<file path="src/rtl/bcd_down_counter_n.sv">
// ---------------------------------------------------------------------------
// bcd_down_counter_n
//
// Multi-digit BCD down counter with a button-driven preset load, count
// enable, runtime one-shot / auto-reload mode and a one-cycle expiry pulse.
//
// Parameters:
//   DIGITS   - number of BCD digits (1..8); Q is 4*DIGITS bits wide.
//   PRESCALE - enabled RUN cycles per count step (used only with the
//              TICK_PRESCALE_EN macro defined).
//
// Optional build macro:
//   TICK_PRESCALE_EN - builds a prescale counter so that a step happens only
//                      every PRESCALE enabled RUN cycles. Undefined: every
//                      enabled RUN cycle is a step.
//
// Ports:
//   clock       in   system clock, all state changes on the rising edge
//   reset       in   synchronous active-high reset (highest priority)
//   preset      in   BCD load value, digit 0 in bits [3:0]
//   botao       in   load strobe, level-sampled every cycle
//   enable      in   count enable
//   auto_reload in   1: reload preset on expiry, 0: stop at zero (one-shot)
//   Q           out  current BCD count
//   zero        out  high while Q == 0
//   done        out  registered one-cycle pulse on expiry
//   running     out  high while in state RUN
// ---------------------------------------------------------------------------
module bcd_down_counter_n #(
  parameter int DIGITS   = 2,
  parameter int PRESCALE = 1
) (
  input  logic                  clock,
  input  logic                  reset,
  input  logic [4*DIGITS-1:0]   preset,
  input  logic                  botao,
  input  logic                  enable,
  input  logic                  auto_reload,
  output logic [4*DIGITS-1:0]   Q,
  output logic                  zero,
  output logic                  done,
  output logic                  running
);

  localparam int W = 4 * DIGITS;

  typedef enum logic [1:0] {
    ST_IDLE = 2'd0,
    ST_RUN  = 2'd1,
    ST_DONE = 2'd2
  } state_e;

  state_e         state_q, state_d;
  logic [W-1:0]   count_q, count_d;
  logic [W-1:0]   reload_q, reload_d;
  logic           done_q, done_d;
  logic           tick_s;

`ifdef TICK_PRESCALE_EN
  // A single-cycle prescale still needs a 1-bit counter to stay legal.
  localparam int PW = (PRESCALE > 1) ? $clog2(PRESCALE) : 1;
  localparam logic [PW-1:0] PMAX = PW'(PRESCALE - 1);

  logic [PW-1:0]  presc_q, presc_d;

  assign tick_s = (presc_q == PMAX);
`else
  // Without the prescaler every enabled RUN cycle is a step; any legal
  // PRESCALE (>= 1) evaluates this to 1.
  assign tick_s = (PRESCALE > 0);
`endif

  // Clamp each BCD digit above 9 down to 9.
  function automatic logic [W-1:0] bcd_clamp(input logic [W-1:0] v);
    logic [W-1:0] r;
    r = v;
    for (int i = 0; i < DIGITS; i++) begin
      if (v[4*i +: 4] > 4'd9) begin
        r[4*i +: 4] = 4'd9;
      end else begin
        r[4*i +: 4] = v[4*i +: 4];
      end
    end
    return r;
  endfunction

  // Decrement a non-zero BCD value: a digit at 0 wraps to 9 and borrows.
  function automatic logic [W-1:0] bcd_dec(input logic [W-1:0] v);
    logic [W-1:0] r;
    logic         borrow;
    logic [3:0]   d;
    r      = v;
    borrow = 1'b1;
    for (int i = 0; i < DIGITS; i++) begin
      d = v[4*i +: 4];
      if (borrow) begin
        if (d == 4'd0) begin
          r[4*i +: 4] = 4'd9;
        end else begin
          r[4*i +: 4] = d - 4'd1;
          borrow      = 1'b0;
        end
      end else begin
        r[4*i +: 4] = d;
      end
    end
    return r;
  endfunction

  // Next-state logic: load has priority over counting in every state.
  always_comb begin
    state_d  = state_q;
    count_d  = count_q;
    reload_d = reload_q;
    done_d   = 1'b0;
`ifdef TICK_PRESCALE_EN
    presc_d  = presc_q;
`endif
    if (botao) begin
      count_d  = bcd_clamp(preset);
      reload_d = bcd_clamp(preset);
      state_d  = ST_RUN;
`ifdef TICK_PRESCALE_EN
      presc_d  = {PW{1'b0}};
`endif
    end else begin
      case (state_q)
        ST_IDLE: begin
          state_d = ST_IDLE;
        end
        ST_RUN: begin
          if (enable) begin
`ifdef TICK_PRESCALE_EN
            if (tick_s) begin
              presc_d = {PW{1'b0}};
            end else begin
              presc_d = presc_q + {{(PW-1){1'b0}}, 1'b1};
            end
`endif
            if (tick_s) begin
              if (count_q != {W{1'b0}}) begin
                count_d = bcd_dec(count_q);
              end else begin
                // Expiry: auto_reload is only looked at here.
                done_d = 1'b1;
                if (auto_reload) begin
                  count_d = reload_q;
                end else begin
                  state_d = ST_DONE;
                end
              end
            end else begin
              count_d = count_q;
            end
          end else begin
            count_d = count_q;
          end
        end
        ST_DONE: begin
          state_d = ST_DONE;
        end
        default: begin
          state_d = ST_IDLE;
        end
      endcase
    end
  end

  // State and output registers with synchronous reset.
  always_ff @(posedge clock) begin
    if (reset) begin
      state_q  <= ST_IDLE;
      count_q  <= {W{1'b0}};
      reload_q <= {W{1'b0}};
      done_q   <= 1'b0;
`ifdef TICK_PRESCALE_EN
      presc_q  <= {PW{1'b0}};
`endif
    end else begin
      state_q  <= state_d;
      count_q  <= count_d;
      reload_q <= reload_d;
      done_q   <= done_d;
`ifdef TICK_PRESCALE_EN
      presc_q  <= presc_d;
`endif
    end
  end

  assign Q       = count_q;
  assign zero    = (count_q == {W{1'b0}});
  assign done    = done_q;
  assign running = (state_q == ST_RUN);

endmodule

</file>
<file path="config.mk">
export PLATFORM = sky130hd
export DESIGN_NAME = bcd_down_counter_n
export DESIGN_NICKNAME = d
export VERILOG_FILES = /design/src/rtl/bcd_down_counter_n.sv
export SDC_FILE = /design/constraint.sdc
export NUM_CORES = 1
export LEC_CHECK = 0
export ABC_AREA = 1
export CAP_MARGIN = 20
export CORE_MARGIN = 10
export CORE_UTILIZATION = 44
export DETAILED_ROUTE_END_ITERATION = 8
export PLACE_DENSITY = 0.77
export SETUP_SLACK_MARGIN = 0.15
export SLEW_MARGIN = 20
export SYNTH_ARGS = -nofsm -noshare
export SYNTH_HDL_FRONTEND = slang
export SYNTH_SLANG_ARGS = --single-unit
</file>
<file path="constraint.sdc">
create_clock -name clock -period 1.61 [get_ports clock]
set_input_delay 0.322 -clock clock [delete_from_list [all_inputs] [get_ports clock]]
set_output_delay 0.322 -clock clock [all_outputs]
set_load 0.02 [all_outputs]
</file>
Yosys cells after proc, flatten, opt, wreduce, memory -nomap -nowiden --
Cells that the tools add are included.
Storage, ports and cells: register bits 19, input port bits 13, output and inout bits 11, logic and storage cells 55
Cells by class: add/sub/neg operators 2, magnitude comparators 2, eq/ne operators 9, mux-type cells 21, bitwise logic cells 2, reductions and logical operators 13
Operators with widths (count):
- $mux W8 | 5
- $mux W4 | 5
- $ne A3 B3 Y1 const B | 3
- $reduce_and A3 Y1 | 3
- $gt A4 B4 Y1 const B | 2
- $logic_not A4 Y1 | 2
- $logic_not A8 Y1 | 1
- $reduce_bool A8 Y1 | 1
- $sub A4 B1 Y4 const B | 2
- $mux W1 | 7
- $mux W2 | 3
- $ne A2 B2 Y1 const B | 3
- $pmux W2 S2 | 1
- $reduce_and A4 Y1 | 1
- $reduce_bool A2 Y1 | 2
- $reduce_or A4 Y1 | 1
- $ne A3 B2 Y1 const B | 1
- $reduce_bool A3 Y1 | 1
- $eq A2 B1 Y1 const B | 1
- $eq A2 B2 Y1 const B | 1
- $not A1 Y1 | 2
- $reduce_or A2 Y1 | 1

Depth between registers and ports, before layout --
Gate-level depths: netlist of the first run.
depth after elaboration 11, gate-level depth with buffers 9, gate-level depth less buffers 9

Worst setup path after synthesis of the first run --
OpenSTA, ideal clock, no wires.
path type register to register, start point reg count_q[1], in the netlist Q[1], end point reg count_q[0], in the netlist Q[0], library setup time 112 ps, data arrival time 1226 ps, data required time 1498 ps, slack 272 ps, cell stages (with the launch flop) 9, path buffers 0, period minus slack after synthesis 1338 ps, path through dfxtp_1 -> nor2_2 -> nand2_2 -> nor2_8 -> inv_2 -> o21ai_1 -> nand2_1 -> nor2_1 -> nor2_1
On the way: cells in the longest elaborated chain, start to end 6, elaborated cells between the ends (all ways) 9, classes of those cells 5 x mux; 4 x reduce/logical
Ends and longest elaborated chain:
- from (decl) | RTL line 54 | logic [W-1:0] count_q, count_d;
- from (signal assigned) | RTL line 173 | count_q <= {W{1'b0}};
- from (signal assigned) | RTL line 181 | count_q <= count_d;
- $logic_not A4 Y1 | RTL line 97 | if (d == 4'd0) begin
- $mux W4 | RTL line 97
- $mux W8 | RTL line 141 | if (count_q != {W{1'b0}}) begin
- $mux W8 | RTL line 132 | if (enable) begin
- $mux W8 | RTL line 127 | case (state_q)
- $mux W8 | RTL line 119 | if (botao) begin
Parallel ways exist; a longest one is shown, timed or not. The select of a mux whose other input is x is not followed. A chain may end at the register's enable or synchronous reset.

Worst setup path after layout of the first run --
start point reg count_q[0], in the netlist Q[0], end point out zero
On the way: cells in the longest elaborated chain, start to end 1
Ends and longest elaborated chain:
- $logic_not A8 Y1 | RTL line 191 | assign zero = (count_q == {W{1'b0}});
- to (decl) | RTL line 40 | output logic zero,
Every way passes these cells.

==> results of run 1 <==
worst paths after layout:
kind | from | endpoint | slack, ns | depth (start not counted)
worst max-delay path | Q[0] | zero | 0.17 | 4
worst min-delay path | reload_q[4] | reload_q[4] | 0.49 | 2
worst max register to register | Q[0] | Q[0] | 0.17 | 9
worst min register to register | reload_q[4] | reload_q[4] | 0.49 | 2
power breakdown:
group          leakage (nW)  internal [W]  switching [W]  total (W)
registers             0.158      0.000505      0.0000215   0.000526
logic                 0.578      0.000211       0.000264   0.000475
clock network        0.0150     0.0000965       0.000139   0.000236
total                 0.751      0.000812       0.000425    0.00124
area by class of cell:
| class | instances | area share [%] |
|---|---|---|
| inverter | 17 | 4.17 |
| clock buffer | 4 | 1.72 |
| timing repair buffer | 47 | 25.3 |
| tap | 28 | 2.29 |
| multi-input combinational | 122 | 41.3 |
| sequential | 19 | 25.2 |
layer usage:
| layer | GRT usage (%) | vias up | share of wire (%) |
|---|---|---|---|
| met2 | 22.0 | 46 | 50 |
| met5 | 0 | - | 0 |
| met4 | 5.54 | 0 | 2.2 |
| li1 | - | 610 | - |
| met1 | 12.8 | 572 | 42 |
| met3 | 3.00 | 8 | 6.6 |
cell families after synthesis:
| family | synth area share (%) |
|---|---|
| adders and majority gates | 1.16 |
| buffers and inverters | 7.52 |
| DFF | 35.2 |
| AOI/OAI and AO/OA | 14.4 |
| and+or+nand+nor | 41.8 |
synth_stat cells, drive strengths merged (2+ instances only):
cell | count | area [sq um]
nand2 | 54 | 225
nor2 | 23 | 115
dfxtp | 19 | 380
inv | 16 | 60.1
nand3 | 13 | 75.1
o21ai | 13 | 65.1
a21oi | 6 | 33.8
buf | 3 | 17.5
nor3 | 2 | 10.0
o21a | 2 | 15.0
o22ai | 2 | 12.5
or2 | 2 | 12.5
worst max-delay path: cells and delay by family (launching register included):
kind	cells	cell delay, ns
simple gates	3	0.36
buf+inv	1	0.12
flops	1	0.34
sequential cells by signal (all words and copies together), names as in the netlist:
signal	flops
Q	8
done	1
reload_q	8
state_q	2
metrics by stage:
step	TNS, ns	utilization, %	setup slack, ns
floorplan	0	-	0.272
global placement	0	65.6	0.0109
detailed placement	-0.0160	65.6	-0.0116
CTS	0	66.3	0.152
global route	0	67.2	0.115
finish	0	67.2	0.166
cells in the final DEF (no fill, tap or decap), drive strengths merged:
| cell type | count |
|---|---|
| a21oi | 6 |
| clkdlybuf4s50 | 12 |
| buf | 26 |
| o21ai | 13 |
| ha | 1 |
| nand3 | 13 |
| nor2 | 23 |
| clkbuf | 8 |
| nand2 | 54 |
| nor3 | 2 |
| clkdlybuf4s15 | 4 |
| dlygate4sd2 | 1 |
| nand4 | 1 |
| o21a | 2 |
| inv | 16 |
| clkinv | 1 |
| nand3b | 1 |
| o211ai | 1 |
| dfxtp | 19 |
| o22ai | 2 |
| or2 | 2 |
| o21bai | 1 |
what timing repair did:
action / CTS / global route
gates resized for setup: 24 / 18
hold buffers: 0 / 0
endpoints found under the setup margin: 11 / 11
pin swaps: 0 / 6
gates cloned: 0 / 0
setup buffers: 0 / 2
==> results.yml, run 1 <==
run_status:
  outcome: "finished clean"
placed_design:
  globalplace.congestion: 0.948
  detailedPlacementHpwl_um: 2440
  dp.cells: 231
  placed_area_sq_um: 1490
  io_buffer_count: 23
timing:
  timing.fmax_ghz: 0.693
  slew_headroom_pct: 79.8
  slew_at_the_pin_with_the_worst_max_slew_slack_ns: 0.301
  layout_worst_path_cycle_share_pct: 89.7
  finClkSkew_ns: 0.00142
  rsz0062_at_grt: "true"
  setup_viol: 0
  timing_max_transition_violations_final: 0
  fin_hold_ws_ns: 0.487
  final.min_clock_period_ns: 1.44
  final_hold_viol_count: 0
floorplanning:
  die_h_um: 69.6
  initial_util_pct: 47.5
  dieWidth_um: 69.6
  floorplan.die_area_sq_um: 4840
  io-pin-count: 24
  num_rows: 17
  core_area_sq_um: 2280
cells_and_area:
  post_route_cells_drive_above_1_share_pct: 28.7
  final_net_count: 224
  diodes: 0
  fin_area_sq_um: 1530
  finalNonFillerCells: 237
  ff_latch_area_sq_um: 385
  multi_input_area_sq_um: 632
  n_fill_cell: 209
  syn2layout_area_growth_pct: 41.6
cts:
  h_tree_depth: 1
  clk_transition_reported_paths_ns: 0.10
  cts.root.buffer_cell: "sky130_fd_sc_hd__clkbuf_4"
  cts_inserted_buffers: 3
  cts_max_path_buffers: 2
  cts_sink_cnt: 19
  cts_tree: "done"
  source_to_sink_clock_delay_at_the_later_pin_of_the_worst_skew_pair_ns: 0.29
route:
  detailroute.via_count: 1236
  wire_per_inst_um: 12.9
  detail_route.vias_per_cell: 5.22
  dr.first_iter.drc_count: 55
  drc_markers: 0
  wirelength_um: 3070
  drt-pass1-iter-count: 4
  ant_nets: 0
synthesis:
  async_flop_share_pct: 0
  post_synthesis_instance_total: 161
  postSynthAreaPerCell_sq_um: 6.71
  synth.ff_latch_count: 19
  yosysUniqueCellTypes: 28
  yosys_warnings: 0
  number_of_synthesized_flops_with_an_enable_pin: 0
  syn-num-nets: 175
  postSynth.topFlopCell: "sky130_fd_sc_hd__dfxtp_1"
  synth_sequential_area_ratio_pct: 35.2
  synth.cell_area_sq_um: 1080
grt:
  grt.total_usage_pct: 12.2
  grt_antenna_before_repair: 0
  grt_overflow_total: 0
  via_count_of_the_first_global_routing_pass: 1184
  pin_count_of_the_biggest_net_entering_global_routing: 12
  grt_first_pass_wirelength_um: 5040
worst_setup_path:
  timing.critical_path.slowest_stage_cell: "sky130_fd_sc_hd__dfxtp_2"
  critical_path.max_stage_delay_ns: 0.34
  crit_path_end_kind: "output port"
  setup.worst_path.start_class: "register"
  cp.arrival_ns: 1.12
  crit_required_ns: 1.29
  crit_path_cell_trace: "nor2_2 > nand2_2 > nor2_8 > buf_6"
  path_max_fanout: 2
  worstSetupPathType: "reg2out"
pwr:
  leakage_component_of_the_power_nw: 0.751
  p_per_area_nw_per_um2: 809
  power.ir.vdd_worst_mv: 0.539
  overall_power_of_the_completed_layout_w: 0.00124
job:
  maxCapViolCount: 0
min_path:
  hold_class: "reg2reg"
(Power assumes the default switching activity.)
==> run 2: changes to the inputs <==
--- a/config.mk
+++ b/config.mk
@@ -5,13 +5,13 @@
 export SDC_FILE = /design/constraint.sdc
 export NUM_CORES = 1
 export LEC_CHECK = 0
-export ABC_AREA = 1
+export ABC_AREA = 0
 export CAP_MARGIN = 20
 export CORE_MARGIN = 10
 export CORE_UTILIZATION = 44
 export DETAILED_ROUTE_END_ITERATION = 8
-export PLACE_DENSITY = 0.77
-export SETUP_SLACK_MARGIN = 0.15
+export PLACE_DENSITY = 0.78
+export SETUP_SLACK_MARGIN = 0.4
 export SLEW_MARGIN = 20
 export SYNTH_ARGS = -nofsm -noshare
 export SYNTH_HDL_FRONTEND = slang
==> results.yml, run 2 <==
synthesis:
  syn-num-nets: 132
  yosysUniqueCellTypes: 41
  async_flop_share_pct: 0
  number_of_synthesized_flops_with_an_enable_pin: 0
  synth.ff_latch_count: 19
  postSynth.topFlopCell: "sky130_fd_sc_hd__dfxtp_1"
  yosys_warnings: 0
  netlist.top_cell.by_area: "sky130_fd_sc_hd__dfxtp_1"
  synth_sequential_area_ratio_pct: 36.7
  netlist_top_cells_count: "19 x sky130_fd_sc_hd__dfxtp_1, 12 x sky130_fd_sc_hd__a21oi_1, 8 x sky130_fd_sc_hd__nand2_1, 7 x sky130_fd_sc_hd__inv_1, 6 x sky130_fd_sc_hd__nor2_1"
  yosys.cell_count.top_type: "sky130_fd_sc_hd__dfxtp_1"
  yosys_top_cell_area_share_pct: 36.7
  synth.cell_area_sq_um: 1040
  yosys-top-cells-area: "sky130_fd_sc_hd__dfxtp_1 37%, sky130_fd_sc_hd__a21oi_1 5.8%, sky130_fd_sc_hd__o21a_1 3.6%, sky130_fd_sc_hd__a211o_1 3.4%, sky130_fd_sc_hd__buf_6 3.3%"
  post_synthesis_instance_total: 118
  postSynthAreaPerCell_sq_um: 8.78
route:
  detailroute.via_count: 1293
  dr.first_iter.drc_count: 110
  wirelength_um: 4200
  drt-pass1-iter-count: 5
  detail_route.vias_per_cell: 6.31
  ant_nets: 0
  drc_markers: 0
  wire_per_inst_um: 20.5
worst_setup_path:
  crit_required_ns: 1.86
  critical_path.max_stage_delay_ns: 0.57
  setup.worst_path.start_class: "register"
  crit_path_cell_trace: "or4_4 > buf_8 > buf_4 > buf_6 > o41ai_4 > o21a_1"
  path_max_fanout: 5
  cp.arrival_ns: 2.12
  worstSetupPathType: "reg2reg"
  timing.critical_path.slowest_stage_cell: "sky130_fd_sc_hd__or4_4"
  crit_path_end_kind: "register"
cells_and_area:
  final_net_count: 192
  post_route_cells_drive_above_1_share_pct: 50.3
  syn2layout_area_growth_pct: 79.7
  diodes: 0
  finalNonFillerCells: 205
  final_cell_mix: "25 x sky130_fd_sc_hd__buf_6, 22 x sky130_fd_sc_hd__buf_4, 11 x sky130_fd_sc_hd__a21oi_1, 11 x sky130_fd_sc_hd__clkdlybuf4s50_1, 10 x sky130_fd_sc_hd__dfxtp_1"
  mostFrequentLayoutCell: "sky130_fd_sc_hd__buf_6"
floorplanning:
  die_h_um: 68.5
  io-pin-count: 24
  core_area_sq_um: 2230
  floorplan.die_area_sq_um: 4700
  num_rows: 17
  dieWidth_um: 68.5
  initial_util_pct: 46.4
timing:
  setup_viol: 10
  rsz0062_at_grt: "true"
  slew_headroom_pct: 75.2
  final.min_clock_period_ns: 1.87
  layout_setup_ws_ns: -0.257
  fin_hold_ws_ns: 0.476
  layout_worst_path_cycle_share_pct: 116
  slew_at_the_pin_with_the_worst_max_slew_slack_ns: 0.371
  timing.fmax_ghz: 0.536
  timing_max_transition_violations_final: 0
  finClkSkew_ns: 0.00877
  fin_setup_tns_ns: -1.51
  final_hold_viol_count: 0
grt:
  grt_overflow_total: 0
  grt.total_usage_pct: 15.4
  grt_first_pass_wirelength_um: 5550
  grt_antenna_before_repair: 0
  via_count_of_the_first_global_routing_pass: 1140
  pin_count_of_the_biggest_net_entering_global_routing: 15
cts:
  source_to_sink_clock_delay_at_the_later_pin_of_the_worst_skew_pair_ns: 0.30
  cts_tree: "done"
  h_tree_depth: 1
  clk_transition_reported_paths_ns: 0.12
  cts_sink_cnt: 19
  cts_inserted_buffers: 3
  postCtsHoldBufs: 0
  cts.root.buffer_cell: "sky130_fd_sc_hd__clkbuf_4"
  cts_max_path_buffers: 2
pwr:
  power.ir.vdd_worst_mv: 0.661
  leakage_component_of_the_power_nw: 0.757
  p_per_area_nw_per_um2: 730
  overall_power_of_the_completed_layout_w: 0.00136
min_path:
  hold_class: "reg2reg"
placed_design:
  io_buffer_count: 23
  globalplace.congestion: 0.898
  detailedPlacementHpwl_um: 2380
  dp.cells: 187
  preCtsSetupSlack_ns: -0.353
job:
  maxCapViolCount: 0
run_status:
  outcome: "finished, violations left"
  violations: "negative setup slack"
[run 2: cells by family after synthesis]
| group | count (synthesis) | synth area share (%) |
|---|---|---|
| mux | 1 | 0.966 |
| fa+ha+maj | 1 | 1.21 |
| simple gates | 30 | 15.6 |
| flops | 19 | 36.7 |
| buf+inv | 16 | 8.45 |
| compound gates | 51 | 37.1 |
[run 2: path summary, 6_finish.rpt]
check,from,end,slack [ns],depth (start not counted)
max,Q[0],Q[4],-0.26,6
min,reload_q[4],reload_q[4],0.48,1
max reg2reg,Q[0],Q[4],-0.26,6
min reg2reg,reload_q[4],reload_q[4],0.48,1
[run 2: where the power goes]
group	total [W]	switching [W]	internal (W)
combinational	0.000589	0.000289	0.000299
clock	0.000250	0.000154	0.0000966
sequential	0.000519	0.0000191	0.000500
[run 2: routing by layer]
| metal | track usage [%] | share of wire (%) | up-vias |
|---|---|---|---|
| met5 | 0 | 0 | - |
| met4 | 7.54 | 2.7 | 0 |
| met3 | 3.54 | 9.6 | 12 |
| met2 | 25.8 | 49 | 88 |
| met1 | 17.9 | 39 | 623 |
| li1 | - | - | 570 |
[run 2: critical path, delay by kind of cell (launching register included)]
| kind | cells | cell delay (ns) |
|---|---|---|
| flip-flops | 1 | 0.33 |
| buffers and inverters | 3 | 0.41 |
| AND/OR/NAND/NOR | 1 | 0.57 |
| AO/OA/AOI/OAI | 2 | 0.50 |
[run 2: cell type report]
| class | count | area, sq um |
|---|---|---|
| fillers | 117 | 372 |
| clock buffers | 4 | 26.3 |
| well taps | 28 | 35.0 |
| repair buffers | 63 | 621 |
| flip-flops and latches | 19 | 397 |
| multi-input cells | 83 | 749 |
| inverters | 8 | 33.8 |
[run 2: metrics by stage]
| stage | util (%) | area, sq um |
|---|---|---|
| floorplan | - | 1100 |
| global placement | 66.3 | 1480 |
| detailed placement | 66.3 | 1480 |
| CTS | 75.8 | 1690 |
| global route | 83.4 | 1860 |
| finish | 83.4 | 1860 |
[run 2: repair_timing]
item,in CTS,in global routing
endpoints found under the setup margin,27,25
pin swaps,18,9
resized for setup,92,21
setup buffers,7,7
==> run 3: changes to the inputs <==
--- a/config.mk
+++ b/config.mk
@@ -11,6 +11,7 @@
 export CORE_UTILIZATION = 44
 export DETAILED_ROUTE_END_ITERATION = 8
 export PLACE_DENSITY = 0.78
+export REMOVE_ABC_BUFFERS = 1
 export SETUP_SLACK_MARGIN = 0.4
 export SLEW_MARGIN = 20
 export SYNTH_ARGS = -nofsm -noshare
==> results.yml, run 3 (same netlist as run 2, synthesis figures left out) <==
run_status:
  outcome: "finished, violations left"
  violations: "negative setup slack"
timing:
  slew_headroom_pct: 69.9
  timing_max_transition_violations_final: 0
  final_hold_viol_count: 0
  fin_hold_ws_ns: 0.466
  final.min_clock_period_ns: 1.84
  setup_viol: 10
  layout_setup_ws_ns: -0.233
  rsz0062_at_grt: "true"
  slew_at_the_pin_with_the_worst_max_slew_slack_ns: 0.445
  finClkSkew_ns: 0.00647
  timing.fmax_ghz: 0.543
  layout_worst_path_cycle_share_pct: 114
worst_setup_path:
  crit_path_cell_trace: "or4_4 > nor2_4 > buf_6"
  setup.worst_path.start_class: "register"
  buffering_stage_count_on_the_worst_path_with_inverters_included: 1
  cp.arrival_ns: 1.52
  worstSetupPathType: "reg2out"
  crit_path_end_kind: "output port"
  critical_path.max_stage_delay_ns: 0.57
  crit_family: "simple AND/OR/NAND/NOR gates"
  path_max_fanout: 2
  crit_required_ns: 1.29
  timing.critical_path.slowest_stage_cell: "sky130_fd_sc_hd__or4_4"
cells_and_area:
  syn2layout_area_growth_pct: 75.0
  final_core_utilization_pct: 81.2
  finalNonFillerCells: 203
  mostFrequentLayoutCell: "sky130_fd_sc_hd__buf_6"
  final_net_count: 190
  final_cell_mix: "24 x sky130_fd_sc_hd__buf_6, 23 x sky130_fd_sc_hd__buf_4, 10 x sky130_fd_sc_hd__dfxtp_1"
  diodes: 0
  n_fill_cell: 113
  post_route_cells_drive_above_1_share_pct: 51.4
  fin_area_sq_um: 1810
route:
  drt-pass1-iter-count: 4
  drc_markers: 0
  detailroute.via_count: 1278
  dr.first_iter.drc_count: 124
  detail_route.vias_per_cell: 6.30
  ant_nets: 0
  wire_per_inst_um: 21.7
  wirelength_um: 4410
floorplanning:
  die_h_um: 68.5
  num_rows: 17
  floorplan.die_area_sq_um: 4700
  core_area_sq_um: 2230
  io-pin-count: 24
  dieWidth_um: 68.5
  initial_util_pct: 46.4
placed_design:
  placed_area_sq_um: 1460
  io_buffer_count: 23
  dp.cells: 190
  globalplace.congestion: 0.922
  preCtsSetupSlack_ns: -0.372
  detailedPlacementHpwl_um: 2340
cts:
  cts_inserted_buffers: 3
  cts.root.buffer_cell: "sky130_fd_sc_hd__clkbuf_4"
  cts_max_path_buffers: 2
  h_tree_depth: 1
  clk_transition_reported_paths_ns: 0.12
  cts_sink_cnt: 19
  postCtsHoldBufs: 0
  source_to_sink_clock_delay_at_the_later_pin_of_the_worst_skew_pair_ns: 0.32
  cts_tree: "done"
pwr:
  power.ir.vdd_worst_mv: 0.595
  p_per_area_nw_per_um2: 750
  leakage_component_of_the_power_nw: 0.743
grt:
  pin_count_of_the_biggest_net_entering_global_routing: 12
  via_count_of_the_first_global_routing_pass: 1196
  grt.total_usage_pct: 17.1
  grt_overflow_total: 0
  grt_first_pass_wirelength_um: 6040
  grt_antenna_before_repair: 0
min_path:
  hold_class: "in2reg"
job:
  maxCapViolCount: 0
-- run 3: power breakdown --
part,switching (W),internal (W)
clock network,0.000170,0.0000971
logic,0.000280,0.000287
registers,0.0000238,0.000502
total,0.000474,0.000886
-- run 3: area by class of cell --
class	instances	area [sq um]	share of cell area (%)
multi-input combinational	83	739	40.8
timing repair buffer	61	587	32.4
sequential	19	392	21.6
tap	28	35.0	1.93
inverter	8	33.8	1.86
clock buffer	4	26.3	1.45
-- run 3: tightest hold or removal path: cells and delay by family --
family | cells | cell delay, ns
AO/OA/AOI/OAI | 1 | 0.05
buffers and inverters | 1 | 0.19
AND/OR/NAND/NOR | 1 | 0.19
-- run 3: final timing paths --
check,from,endpoint,slack (ns),depth (start not counted)
max reg2reg,Q[5],state_q[1],-0.18,5
min reg2reg,reload_q[5],reload_q[5],0.47,2
max,Q[5],zero,-0.23,3
min,preset[3],Q[3],0.47,3
-- run 3: routing by layer --
layer  share of wire [%]  vias to the layer above  track usage (%)
met1                  40                      627             20.7
met2                  50                       77             27.3
met5                   0                        -                0
li1                    -                      567                -
met4                 1.6                        0             9.30
met3                 8.2                        7             4.19
-- run 3: metrics by stage --
stage	TNS (ns)	total power, W
after floorplan	-1.48	0.000696
after global placement	-2.26	0.000892
after detailed placement	-2.48	0.000903
after CTS	-0.976	0.00125
after global routing	-1.74	0.00139
final	-1.14	0.00136
-- run 3: timing repair --
item                                    4_1_cts  5_1_grt
hold endpoints to repair                      0        0
endpoints found under the setup margin       29       27
setup buffers                                 4        5
pin swaps                                    13       19
resized for setup                           100       27
